### src/rtl/apb_slave_mem_if.sv
// apb_slave_mem_if: APB3 bus bundle between a requester and the apb_slave_mem completer.
// The master modport drives select/enable/address/data; the slave modport returns
// read data, ready and error.
interface apb_slave_mem_if;
    logic        PSELx;
    logic        PENABLE;
    logic        PWRITE;
    logic [31:0] PADDR;
    logic [31:0] PWDATA;
    logic [31:0] PRDATA;
    logic        PREADY;
    logic        PSLVERR;

    modport master (
        output PSELx, PENABLE, PWRITE, PADDR, PWDATA,
        input  PRDATA, PREADY, PSLVERR
    );

    modport slave (
        input  PSELx, PENABLE, PWRITE, PADDR, PWDATA,
        output PRDATA, PREADY, PSLVERR
    );
endinterface

### src/rtl/apb_slave_mem.sv
// apb_slave_mem: APB3 completer backed by a DEPTH x 32-bit word memory.
// Transfers are captured in the setup phase; PREADY, PSLVERR and PRDATA are
// registered and valid for exactly one cycle. Out-of-range or misaligned
// addresses complete with PSLVERR and leave memory untouched.
// Optional feature, macro APB_SLV_WAIT_EN: when defined, WAIT_CYCLES wait
// states are inserted per transfer; when undefined the slave is zero-wait-state
// and the wait counter does not exist.
module apb_slave_mem #(
    parameter int unsigned DEPTH       = 16,
    parameter logic [31:0] BASE_ADDR   = 32'h0000_0000,
    parameter int unsigned WAIT_CYCLES = 2
) (
    input  logic           PCLK,
    input  logic           PRESET,
    apb_slave_mem_if.slave bus
);
    localparam int unsigned AW       = $clog2(DEPTH);
    localparam logic [32:0] END_ADDR = {1'b0, BASE_ADDR} + 33'(4 * DEPTH);

    if (DEPTH < 2 || (DEPTH & (DEPTH - 1)) != 0) begin : g_bad_depth
        $error("apb_slave_mem: DEPTH must be a power of 2 and at least 2");
    end
    if ((BASE_ADDR % (4 * DEPTH)) != 0) begin : g_bad_base
        $error("apb_slave_mem: BASE_ADDR must be aligned to 4*DEPTH");
    end
    if (WAIT_CYCLES > 15) begin : g_bad_wait
        $error("apb_slave_mem: WAIT_CYCLES must be in 0..15");
    end

    typedef enum logic [1:0] {
        IDLE,
        ACCESS,
        DONE
    } state_t;

    state_t          state_q, state_d;
    logic [AW-1:0]   idx_q;
    logic            write_q;
    logic            valid_q;
    logic [31:0]     wdata_q;
    logic [31:0]     rdata_q, rdata_d;
    logic            ready_q, ready_d;
    logic            err_q, err_d;
    logic [31:0]     mem [DEPTH];

`ifdef APB_SLV_WAIT_EN
    logic [3:0]      cnt_q, cnt_d;
`endif

    logic            setup;
    logic            load;
    logic            setup_valid;
    logic [AW-1:0]   setup_idx;
    logic            commit;
    logic            cur_valid;
    logic            cur_write;
    logic [AW-1:0]   cur_idx;
    logic [31:0]     read_word;

    assign setup = bus.PSELx && !bus.PENABLE;

    // Range check done in 33 bits so a window ending at 4 GiB cannot wrap.
    assign setup_valid = ({1'b0, bus.PADDR} >= {1'b0, BASE_ADDR}) &&
                         ({1'b0, bus.PADDR} <  END_ADDR) &&
                         (bus.PADDR[1:0] == 2'b00);

    // BASE_ADDR is aligned to 4*DEPTH, so the word index is simply the low
    // address bits above the byte offset.
    assign setup_idx = bus.PADDR[AW+1:2];

    // A valid write retires on the edge that ends its DONE cycle.
    assign commit = (state_q == DONE) && write_q && valid_q;

    // Next-state logic: capture in setup, count wait states, abort on deselect.
    always_comb begin
        // NOTE: every variable gets a default before the case so no path leaves it unassigned (no latch).
        state_d = state_q;
        load    = 1'b0;
`ifdef APB_SLV_WAIT_EN
        cnt_d   = cnt_q;
`endif
        unique case (state_q)
            IDLE, DONE: begin
                if (setup) begin
                    load = 1'b1;
`ifdef APB_SLV_WAIT_EN
                    cnt_d   = 4'(WAIT_CYCLES);
                    state_d = (WAIT_CYCLES == 0) ? DONE : ACCESS;
`else
                    state_d = DONE;
`endif
                end else begin
                    state_d = IDLE;
                end
            end
            ACCESS: begin
`ifdef APB_SLV_WAIT_EN
                if (!bus.PSELx) begin
                    state_d = IDLE;
                end else if (bus.PENABLE) begin
                    cnt_d = cnt_q - 4'd1;
                    if (cnt_q == 4'd1) begin
                        state_d = DONE;
                    end
                end
`else
                state_d = IDLE;
`endif
            end
            default: state_d = IDLE;
        endcase
    end

    // Response for the cycle about to start; forwards a write retiring this edge.
    always_comb begin
        cur_valid = load ? setup_valid : valid_q;
        cur_write = load ? bus.PWRITE  : write_q;
        cur_idx   = load ? setup_idx   : idx_q;
        read_word = (commit && (idx_q == cur_idx)) ? wdata_q : mem[cur_idx];
        ready_d   = (state_d == DONE);
        err_d     = ready_d && !cur_valid;
        rdata_d   = (ready_d && cur_valid && !cur_write) ? read_word : 32'h0;
    end

    // State, latched transfer context and registered bus outputs.
    always_ff @(posedge PCLK) begin
        // NOTE: sequential state uses non-blocking assignment so every flop samples pre-edge values.
        if (PRESET) begin
            state_q <= IDLE;
            idx_q   <= '0;
            write_q <= 1'b0;
            valid_q <= 1'b0;
            wdata_q <= 32'h0;
            rdata_q <= 32'h0;
            ready_q <= 1'b0;
            err_q   <= 1'b0;
`ifdef APB_SLV_WAIT_EN
            cnt_q   <= 4'd0;
`endif
        end else begin
            state_q <= state_d;
            rdata_q <= rdata_d;
            ready_q <= ready_d;
            err_q   <= err_d;
`ifdef APB_SLV_WAIT_EN
            cnt_q   <= cnt_d;
`endif
            if (load) begin
                idx_q   <= setup_idx;
                write_q <= bus.PWRITE;
                wdata_q <= bus.PWDATA;
                valid_q <= setup_valid;
            end
        end
    end

    // Word memory: cleared by reset, updated when a valid write completes.
    always_ff @(posedge PCLK) begin
        // NOTE: reset must clear every word, so the memory is a resettable flop array rather than a RAM macro.
        if (PRESET) begin
            for (int i = 0; i < int'(DEPTH); i++) begin
                mem[i] <= 32'h0;
            end
        end else if (commit) begin
            mem[idx_q] <= wdata_q;
        end
    end

    assign bus.PRDATA  = rdata_q;
    assign bus.PREADY  = ready_q;
    assign bus.PSLVERR = err_q;
endmodule

### src/flat_wrapper.sv
// flat-port wrapper written by rule: the top's interface ports become plain ports
module apb_slave_mem_flat 
#(
    parameter int unsigned DEPTH       = 16,
    parameter logic [31:0] BASE_ADDR   = 32'h0000_0000,
    parameter int unsigned WAIT_CYCLES = 2
)
  (PCLK, PRESET, bus_PSELx, bus_PENABLE, bus_PWRITE, bus_PADDR, bus_PWDATA, bus_PRDATA, bus_PREADY, bus_PSLVERR);
  apb_slave_mem_if bus_i ();
  input  logic PCLK;
  input  logic PRESET;
  input wire logic [$bits(bus_i.PSELx)-1:0] bus_PSELx;
  input wire logic [$bits(bus_i.PENABLE)-1:0] bus_PENABLE;
  input wire logic [$bits(bus_i.PWRITE)-1:0] bus_PWRITE;
  input wire logic [$bits(bus_i.PADDR)-1:0] bus_PADDR;
  input wire logic [$bits(bus_i.PWDATA)-1:0] bus_PWDATA;
  output wire logic [$bits(bus_i.PRDATA)-1:0] bus_PRDATA;
  output wire logic [$bits(bus_i.PREADY)-1:0] bus_PREADY;
  output wire logic [$bits(bus_i.PSLVERR)-1:0] bus_PSLVERR;
  assign bus_i.PSELx = bus_PSELx;
  assign bus_i.PENABLE = bus_PENABLE;
  assign bus_i.PWRITE = bus_PWRITE;
  assign bus_i.PADDR = bus_PADDR;
  assign bus_i.PWDATA = bus_PWDATA;
  assign bus_PRDATA = bus_i.PRDATA;
  assign bus_PREADY = bus_i.PREADY;
  assign bus_PSLVERR = bus_i.PSLVERR;
  apb_slave_mem #(.DEPTH(DEPTH), .BASE_ADDR(BASE_ADDR), .WAIT_CYCLES(WAIT_CYCLES)) u_core (.PCLK(PCLK), .PRESET(PRESET), .bus(bus_i));
endmodule
### config.mk
export PLATFORM = sky130hd
export DESIGN_NAME = apb_slave_mem_flat
export DESIGN_NICKNAME = d
export VERILOG_FILES = /design/src/rtl/apb_slave_mem_if.sv /design/src/rtl/apb_slave_mem.sv /design/src/flat_wrapper.sv
export SDC_FILE = /design/constraint.sdc
export NUM_CORES = 1
export LEC_CHECK = 0
export CAP_MARGIN = 20
export CORE_UTILIZATION = 60
export DETAILED_ROUTE_END_ITERATION = 10
export DONT_BUFFER_PORTS = 1
export PLACE_DENSITY = 0.76
export SLEW_MARGIN = 0
export SYNTH_ARGS = -nofsm -noshare
export SYNTH_HDL_FRONTEND = slang
export SYNTH_SLANG_ARGS = --single-unit
### constraint.sdc
create_clock -name PCLK -period 6.7 [get_ports PCLK]
set_input_delay 1.34 -clock PCLK [delete_from_list [all_inputs] [get_ports PCLK]]
set_output_delay 1.34 -clock PCLK [all_outputs]
set_load 0.03 [all_outputs]
==> impl_metrics.py <==
metrics = {
    "route": {
        "wl_per_cell_um": 25.3,
        "wirelength_um": 67000,
        "avgViaCountPerCell": 6.30,
        "firstDrtPassIters": 6,
        "drc": 0,
        "drt_first_iter_violations": 1963,
        "vias": 16687,
        "ant_nets": 0,
    },
    "run_status": {
        "outcome": "complete, no violations",
    },
    "min_path": {
        "hold_end": "u_core.valid_q",
        "worstHoldPathType": "register to register",
        "hold_depth": 2,
        "min_from": "u_core.valid_q",
    },
    "setup_path": {
        "crit_chain": "nor2b_4 > mux2i_4 > buf_4 > nor2_4 > buf_4 > a32oi_1 > a32oi_1 > o21ai_1",
        "path_max_fanout": 39,
        "crit_path_end_kind": "register",
        "cpMaxStageDelayCell": "nor2b_4",
        "r2r_slack_ps": 3330,
        "r2r_start": "u_core.idx_q[2]",
        "reg2reg_to": "u_core.bus.PRDATA[7]",
        "required_ps": 7190,
        "reg2reg_depth": 7,
        "cp.arrival_ps": 4680,
        "start_kind": "primary input",
        "crit_family": "simple AND/OR/NAND/NOR gates",
        "critical_path_class": "primary input to register",
        "cp_num_buf_inv": 2,
        "critPathMaxStageDelay_ps": 770,
    },
    "grt": {
        "grt_pass1_vias": 16493,
        "grt_pass1_wl_um": 99400,
        "grt_util_all_layers_pct": 30.6,
        "antenna_found_initial": 0,
        "grt_start_max_net_pins": 147,
        "grt_overflow": 0,
    },
    "synth": {
        "synth_top_flop_cell": "edfxtp_1",
        "yosys_warnings": 0,
        "syn-num-nets": 2221,
        "ys_types": 39,
        "syn_area_mm2": 0.0258,
        "ys_ff_latch": 584,
        "synth_top_area_cell": "edfxtp_1",
        "synth_async_sr_flop_share_pct": 0,
        "syn_area_per_cell_um2": 12.0,
        "synthTopCellsByArea": "edfxtp_1 (60%), and2_1 (12%), dfxtp_1 (5.6%)",
        "synth_edf_count": 512,
        "ys_seq_area_share_pct": 65.3,
        "syn_inst": 2152,
        "synth_top_area_share_pct": 59.7,
    },
    "cells_and_area": {
        "area_growth_pct": 8.62,
        "fillers": 3054,
        "diodes": 0,
        "fin_nets": 2130,
        "drive_gt1_share_pct": 7.63,
    },
    "pwr": {
        "leakage_nw": 10.0,
        "ir_worst_vdd_mv": 0.231,
        "p_per_area_mw_per_mm2": 285,
    },
    "timing": {
        "period_share_pct": 62.5,
        "layout_setup_ws_ps": 2510,
        "hold_viol": 0,
        "setup_viol": 0,
        "final.min_clock_period_ps": 4190,
        "whs_ps": 453,
        "tightest_slew_ps": 1160,
        "report.final.slew_viol_count": 0,
        "fin_worst_skew_ps": 14.3,
        "rsz0062_at_grt": "no",
        "setup_tns_ps": 0,
        "max_freq_mhz": 239,
        "relSlewSlack_pct": 22.9,
    },
    "die": {
        "die_y_um": 209,
        "io_pins": 103,
        "floorplan.rows": 75,
        "die-area_mm2": 0.0438,
        "core_area_mm2": 0.0421,
        "die_x_um": 209,
        "initial_core_util_pct": 61.1,
    },
    "flow_run": {
        "maxCapViolations": 0,
    },
    "cts": {
        "path_clk_slew_ps": 60,
        "cts_buffers": 58,
        "cts_tree": "done",
        "clockBufferDepth": 3,
        "clock_latency_ps": 620,
        "cts_sinks": 584,
        "root_buffer": "clkbuf_16",
        "htree_levels": 2,
        "ctsHoldBuffers": 0,
        "post_cts_buffers": 0,
        "ctsResizeCount": 0,
    },
    "placement": {
        "io_buffers": 0,
        "dp_slack_ps": 2060,
        "dp_hpwl_um": 37600,
        "place.gp.congestion": 0.891,
    },
}
where the power goes:
group | switching, mW | internal (mW) | leakage, nW
Sequential | 0.0802 | 4.06 | 5.88
Combinational | 0.315 | 0.119 | 3.16
Clock | 1.38 | 2.01 | 0.965
Total | 1.77 | 6.19 | 10.0
cell usage in the layout (no fill, tap or decap), types with 5 or more instances in the layout:
| master | n |
|---|---|
| dfxtp_1 | 72 |
| nand2_1 | 335 |
| a221oi_1 | 18 |
| bufinv_16 | 8 |
| and2_1 | 512 |
| o21ai_0 | 33 |
| a21oi_1 | 70 |
| clkbuf_1 | 15 |
| clkinv_1 | 9 |
| clkinv_2 | 8 |
| or2_2 | 16 |
| nor4_1 | 8 |
| nand4b_1 | 6 |
| buf_12 | 5 |
| a32oi_1 | 88 |
| nand4_1 | 6 |
| nor2_2 | 12 |
| clkbuf_16 | 61 |
| nand3_1 | 74 |
| a22oi_1 | 7 |
| o21ai_1 | 25 |
| edfxtp_1 | 512 |
| nor2_1 | 58 |
| buf_4 | 24 |
| mux2i_1 | 82 |
how the worst max path moves through the flow:
stage | to | from | cells past startpoint | slack, ps
floorplan | u_core.mem[12][0] | PRESET | 4 | 3550
CTS | u_core.bus.PRDATA[7] | bus_PSELx | 8 | 2690
global placement | u_core.bus.PRDATA[8] | bus_PSELx | 8 | 2100
detailed placement | u_core.bus.PRDATA[8] | bus_PSELx | 8 | 2060
global route | u_core.bus.PRDATA[8] | bus_PSELx | 8 | 2370
finish | u_core.bus.PRDATA[7] | bus_PSELx | 8 | 2510
state kept, by name (all words and copies together) (netlist names):
name and count:
u_core.bus.PRDATA 32, u_core.write_q 1, u_core.idx_q 4, u_core.bus.PSLVERR 1
u_core.bus.PREADY 1, u_core.wdata_q 32, u_core.valid_q 1, u_core.mem 512
synth_stat cells (3+ instances only):
| master | number |
|---|---|
| o211ai_1 | 4 |
| buf_4 | 10 |
| nand4b_1 | 6 |
| a22oi_1 | 7 |
| nor3_1 | 5 |
| o21ai_0 | 33 |
| o21ai_1 | 25 |
| nor2_1 | 70 |
| dfxtp_1 | 72 |
| buf_1 | 8 |
| nor4_1 | 8 |
| buf_6 | 3 |
| nor2_4 | 4 |
| a32oi_1 | 88 |
| xor2_1 | 4 |
| mux2i_1 | 82 |
| buf_2 | 50 |
| nand4_1 | 6 |
| a221oi_1 | 18 |
| nand2_1 | 335 |
| edfxtp_1 | 512 |
| or2_2 | 16 |
| and2_1 | 512 |
| clkbuf_1 | 109 |
| nand2b_1 | 3 |
| nand3_1 | 74 |
| a21oi_1 | 71 |
cell type report:
type | count | area [µm²] | area share [%]
flip-flops and latches | 584 | 16800 | 60.1
inverters | 1 | 3.75 | 0.0134
clock inverters | 30 | 354 | 1.27
clock buffers | 80 | 1640 | 5.85
well taps | 539 | 674 | 2.41
multi-input cells | 1387 | 8220 | 29.4
repair buffers | 29 | 280 | 1.00
layer usage:
metal / GRT usage [%] / wire (µm) / part of all wire, % / up-vias
li1: - / - / - / 7382
met1: 37.7 / 25100 / 37 / 8320
met2: 52.2 / 33600 / 50 / 819
met3: 6.46 / 5740 / 8.6 / 166
met4: 13.1 / 2590 / 3.9 / 0
met5: 0 / 0 / 0 / -
through the flow:
| stage | instance area (µm²) | utilization (%) | std cells | power [mW] |
|---|---|---|---|---|
| 2_1_floorplan | 25800 | - | 2152 | 4.48 |
| 3_3_place_gp | 26000 | 61.6 | 2539 | 4.63 |
| 3_5_place_dp | 26000 | 61.6 | 2539 | 4.64 |
| 4_1_cts | 28000 | 66.4 | 2649 | 7.97 |
| 5_1_grt | 28000 | 66.4 | 2650 | 8.14 |
| 6_report | 28000 | 66.4 | 2650 | 7.96 |
worst min-delay path, stage by stage (launching register included):
cell	delay (ps)
dfxtp_1	310
nand2_1	50
a21oi_1	50
kinds of logic after synthesis:
logic type | Yosys count | synth area share, %
XOR/XNOR | 4 | 0.136
buffers and inverters | 181 | 3.11
AND/OR/NAND/NOR | 1048 | 21.4
AO/OA/AOI/OAI | 247 | 6.46
flip-flops | 584 | 65.3
multiplexers | 88 | 3.65
No activity file was read; power rests on OpenSTA's default activity.
